$ cat src/rtl/hier_fanout_node.sv
// hier_fanout_node: buffered one-to-NUM_CHILD stream fan-out, round-robin or dest-directed
// The head of the FIFO (or the input beat itself when the FIFO is empty) feeds a registered output stage.
module hier_fanout_node #(
    parameter int NUM_CHILD = 5,
    parameter int DATA_W    = 32,
    parameter int DEPTH     = 4,
    parameter int MODE      = 0,
    localparam int CW       = (NUM_CHILD > 1) ? $clog2(NUM_CHILD) : 1,
    localparam int LW       = $clog2(DEPTH) + 1
) (
    input  logic                 clk,
    input  logic                 rst_n,
    input  logic                 in_valid,
    output logic                 in_ready,
    input  logic [DATA_W-1:0]    in_data,
    input  logic [CW-1:0]        in_dest,
    output logic [NUM_CHILD-1:0] out_valid,
    input  logic [NUM_CHILD-1:0] out_ready,
    output logic [DATA_W-1:0]    out_data,
    output logic [LW-1:0]        fifo_level,
    output logic                 route_err
);
    localparam int AW = LW - 1;
    localparam logic [CW:0] NC = (CW + 1)'(NUM_CHILD);
    localparam logic [CW-1:0] LAST = CW'(NUM_CHILD - 1);
    localparam logic [NUM_CHILD-1:0] ONE = NUM_CHILD'(1);
    localparam logic [LW-1:0] FULL = LW'(DEPTH);

    logic [CW+DATA_W-1:0]  mem_q [DEPTH];
    logic [AW-1:0]         wr_q, rd_q;
    logic [LW-1:0]         cnt_q, cnt_d;
    logic                  init_q;
    logic [CW-1:0]         rr_q, rr_d;
    logic [NUM_CHILD-1:0]  ov_q, ov_d;
    logic [DATA_W-1:0]     od_q, od_d;
    logic                  err_q, err_d;
    logic                  push, fire, from_fifo, take, pop, wr_en, head_bad;
    logic [CW-1:0]         head_dest, tgt;
    logic [DATA_W-1:0]     head_data;

    assign in_ready   = init_q && (cnt_q != FULL);
    assign out_valid  = ov_q;
    assign out_data   = od_q;
    assign fifo_level = cnt_q;
    assign route_err  = err_q;

    always_comb begin
        push      = in_valid && in_ready;
        fire      = |(ov_q & out_ready);
        from_fifo = cnt_q != '0;
        take      = (~|ov_q || fire) && (from_fifo || push);
        pop       = take && from_fifo;
        // an input beat that goes straight to the output register never occupies a FIFO slot
        wr_en     = push && !(take && !from_fifo);
        {head_dest, head_data} = from_fifo ? mem_q[rd_q] : {in_dest, in_data};
        head_bad  = (MODE == 1) && (NUM_CHILD > 1) && ({1'b0, head_dest} >= NC);
        rr_d      = !fire ? rr_q : (NUM_CHILD == 1 || rr_q == LAST) ? '0 : rr_q + CW'(1);
        tgt       = (NUM_CHILD == 1) ? '0 : (MODE == 1) ? head_dest : rr_d;
        ov_d      = take ? (head_bad ? '0 : ONE << tgt) : (fire ? '0 : ov_q);
        od_d      = (take && !head_bad) ? head_data : od_q;
        err_d     = take && head_bad;
        cnt_d     = cnt_q + LW'(wr_en) - LW'(pop);
    end

    always_ff @(posedge clk) begin
        if (wr_en) mem_q[wr_q] <= {in_dest, in_data};
    end

    always_ff @(posedge clk or negedge rst_n) begin
        if (!rst_n) begin
            init_q <= 1'b0;
            wr_q   <= '0;
            rd_q   <= '0;
            cnt_q  <= '0;
            rr_q   <= '0;
            ov_q   <= '0;
            od_q   <= '0;
            err_q  <= 1'b0;
        end else begin
            init_q <= 1'b1;
            wr_q   <= wr_q + AW'(wr_en);
            rd_q   <= rd_q + AW'(pop);
            cnt_q  <= cnt_d;
            rr_q   <= rr_d;
            ov_q   <= ov_d;
            od_q   <= od_d;
            err_q  <= err_d;
        end
    end
endmodule
$ cat config.mk
export PLATFORM = sky130hd
export DESIGN_NAME = hier_fanout_node
export DESIGN_NICKNAME = d
export VERILOG_FILES = /design/src/rtl/hier_fanout_node.sv
export SDC_FILE = /design/constraint.sdc
export NUM_CORES = 1
export LEC_CHECK = 0
export ABC_CLOCK_PERIOD_IN_PS = 4500
export BUFFER_PORTS_ARGS = -buffer_cell sky130_fd_sc_hd__buf_2
export CORE_ASPECT_RATIO = 0.6
export CORE_UTILIZATION = 42
export CTS_BUF_LIST = sky130_fd_sc_hd__clkbuf_2 sky130_fd_sc_hd__clkbuf_4 sky130_fd_sc_hd__clkbuf_8
export CTS_CLUSTER_DIAMETER = 120
export DETAILED_ROUTE_END_ITERATION = 16
export SETUP_SLACK_MARGIN = 0.1
export SLEW_MARGIN = 20
export SYNTH_ARGS = -nofsm -noshare
export SYNTH_HDL_FRONTEND = slang
export SYNTH_SLANG_ARGS = --single-unit
$ cat constraint.sdc
create_clock -name clk -period 4.5 [get_ports clk]
set_input_delay 0.9 -clock clk [delete_from_list [all_inputs] [get_ports clk]]
set_output_delay 0.9 -clock clk [all_outputs]
set_load 0.01 [all_outputs]
==> impl_metrics.py <==
metrics = {
    "setup_path": {
        "worstReg2RegEnd": "fifo_level[2]",
        "cp.arrival_ns": 3.36,
        "cp_top_family": "adder cells",
        "r2r_setup_slack_ns": 1.46,
        "max_stage_delay_ns": 0.49,
        "worstSetupEndpoint": "fifo_level[2]",
        "worst-setup-path-type": "register to register",
        "cp_max_fo": 33,
        "crit_chain": "or3_2 > buf_4 > o211ai_2 > ha_1 > inv_1 > ha_1 > inv_1 > fa_1 > xnor2_1 > xnor2_1",
        "startpoint_type": "register",
        "r2r_cells": 10,
        "cp.required_ns": 4.83,
        "critPathLaunch": "fifo_level[1]",
        "end_kind": "register",
        "slowest_stage": "or3_2",
        "cp.depth": 10,
        "critPathBufInv": 3,
        "reg2reg_from": "fifo_level[1]",
    },
    "global_routing": {
        "grt_pass1_wl_um": 20900,
        "grt_max_degree": 66,
        "grtUsageTotal": 0.163,
        "grt_pass1_vias": 3752,
        "overflow": 0,
        "antenna_found_initial": 2,
    },
    "clock_network": {
        "ctsHtreeMaxLevel": 4,
        "postCtsSetupBuffers": 0,
        "clock_latency_ns": 0.44,
        "clk_path_buf_depth": 2,
        "cts_tree": "done",
        "cts_root_buffer": "clkbuf_8",
        "cts_buffers": 17,
        "ctsHoldBuffers": 0,
        "cts.sinks": 176,
        "clk_pin_slew_ns": 0.09,
        "postCtsResizedCells": 0,
    },
    "sta": {
        "skew_ns": 0.0168,
        "fin_crit_ns": 3.04,
        "max_freq_mhz": 329,
        "hold_viol_final": 0,
        "setup_viol_count_final": 0,
        "worstMarginPinSlew_ns": 0.933,
        "relSlewSlack": 0.378,
        "min_period_over_period": 0.675,
        "maxSlewViolCount": 0,
        "rsz0062_at_grt": "no",
        "post-route-worst-setup-slack_ns": 1.46,
        "tns_ns": 0,
    },
    "floorplanning": {
        "dieHeight_um": 103,
        "die_area_sq_um": 17400,
        "design.core.area_sq_um": 16400,
        "die_x_um": 170,
        "std_cell_rows": 36,
        "start_util": 0.434,
        "ios": 85,
    },
    "drt": {
        "drt_iter0_markers": 231,
        "drc": 0,
        "avgViaCountPerCell": 5.09,
        "via_count": 3720,
        "post_drt_wl_per_cell_um": 18.3,
        "drt_pass1_iterations": 5,
        "drt_wl_total_um": 13300,
        "drtAntennaViolNets": 0,
    },
    "pwr": {
        "finalPower_uw": 5600,
        "power_leakage_uw": 0.00321,
        "ir_worst_vdd_mv": 0.324,
        "power.density_nw_per_um2": 686,
    },
    "synthesis": {
        "postSynthAreaPerCell_sq_um": 17.6,
        "synth_area_sq_um": 7090,
        "synth_edf_count": 128,
        "async_flop_share": 0.273,
        "synth.area.top_cells": "edfxtp_1, dfrtp_1, mux4_2, mux2i_1, o21ai_2",
        "synth_nets": 453,
        "synth.distinct_cells": 43,
        "synth-seq-cells": 176,
        "ys.flop_type": "edfxtp_1",
        "syn_inst": 403,
        "ys_seq_area_frac": 0.711,
        "yosys_warnings": 0,
        "synth_top_area_share": 0.542,
        "yosysTopAreaCell": "edfxtp_1",
    },
    "placement": {
        "dp_slack_ns": 1.05,
        "dp.cells": 698,
        "dp_hpwl_um": 8290,
        "gp_congestion": 0.820,
        "portBuffers": 80,
    },
    "run_status": {
        "status": "complete, no violations",
    },
    "finish": {
        "drive_above_1_share": 0.365,
        "final_cells": 731,
        "post-route-util": 0.499,
        "nets": 539,
        "syn_to_final_growth_pct": 15.1,
    },
    "job": {
        "max_cap_viol_count": 0,
    },
    "hold_path": {
        "min_path_type": "input pin to asynchronous set/reset pin",
    },
}
-- through the flow --
stage,hold slack [ns],instance area (sq um)
floorplan,0.477,7100
global placement,0.455,7730
detailed placement,0.464,7730
CTS,0.398,8160
global route,0.408,8160
finish,0.406,8160
-- cell usage after synthesis (2+ instances only) --
library cell	number
nand3_1	2
conb_1	2
xor2_1	2
nand2_1	43
dfrtp_1	48
mux2i_1	33
edfxtp_1	128
o21ai_2	20
o21ai_0	21
ha_1	6
a21boi_0	2
nor3_1	4
mux4_2	32
xnor2_1	2
buf_2	4
a21oi_1	3
buf_6	5
nor2_1	5
clkbuf_1	8
inv_1	10
-- layout by cell type (no fill, tap or decap), types with 4 or more instances in the layout --
cell	synthesis	final
buf_2	4	80
buf_4	1	8
clkbuf_8	0	17
dfrtp_1	48	46
edfxtp_1	128	128
ha_1	6	6
inv_1	10	10
inv_6	0	5
mux2i_1	33	33
mux4_2	32	32
nand2_1	43	43
nor2_1	5	4
o21ai_0	21	21
o21ai_2	20	20
-- cell families after synthesis --
group,count (synthesis),share of synthesized area
flops,176,0.711
mux,65,0.148
simple gates,63,0.0415
compound gates,55,0.0549
buf+inv,31,0.0247
fa+ha+maj,7,0.0134
xor+xnor,4,0.00494
other cells,2,0.00106
-- state kept, by name, summed over array words and instances, names as in the netlist --
name and cells:
mem_q 128, out_valid 5, fifo_level 3, wr_q 2, out_data 32, rd_q 2, init_q 1, rr_q 3
-- where the power goes --
group / switching (uW) / internal (uW)
logic: 1090 / 912
registers: 304 / 2120
clock network: 602 / 576
total: 2000 / 3600
-- how the worst min path moves through the flow --
| stage | start | end | slack (ns) | depth (start not counted) |
|---|---|---|---|---|
| 5_1_grt | rst_n | out_data[30] | 0.41 | 1 |
| 2_1_floorplan | rd_q[0] | rd_q[0] | 0.48 | 1 |
| 4_1_cts | rst_n | out_valid[0] | 0.40 | 1 |
| 6_report | rst_n | out_valid[0] | 0.41 | 1 |
| 3_5_place_dp | out_data[4] | out_data[4] | 0.46 | 2 |
| 3_3_place_gp | out_data[30] | out_data[30] | 0.45 | 2 |
-- metal layers --
| layer | global-route usage | part of all wire | up-vias |
|---|---|---|---|
| met5 | 0 | 0 | - |
| met4 | 0.0478 | 0.0037 | 0 |
| met3 | 0.0438 | 0.067 | 4 |
| met2 | 0.249 | 0.45 | 112 |
| met1 | 0.232 | 0.48 | 1872 |
| li1 | - | - | 1732 |
-- worst register-to-register path: cells and delay by family, from the launching register on --
kind	cells	cell delay, ns
buffers and inverters	3	0.46
and+or+nand+nor	1	0.49
xor gates and xnor gates	2	0.28
adders and majority gates	3	0.81
AOI/OAI and AO/OA	1	0.44
DFF	1	0.46
-- area by class of cell --
type                       instances  area, sq um
sequential                       176         5050
inverter                          10         37.5
fill                            1390         8190
multi-input combinational        196         1900
timing repair buffer              88          460
clock buffer                      18          241
tap                              228          285
clock inverter                    14          190
antenna                            1         2.50
(Power assumes the default switching activity.)
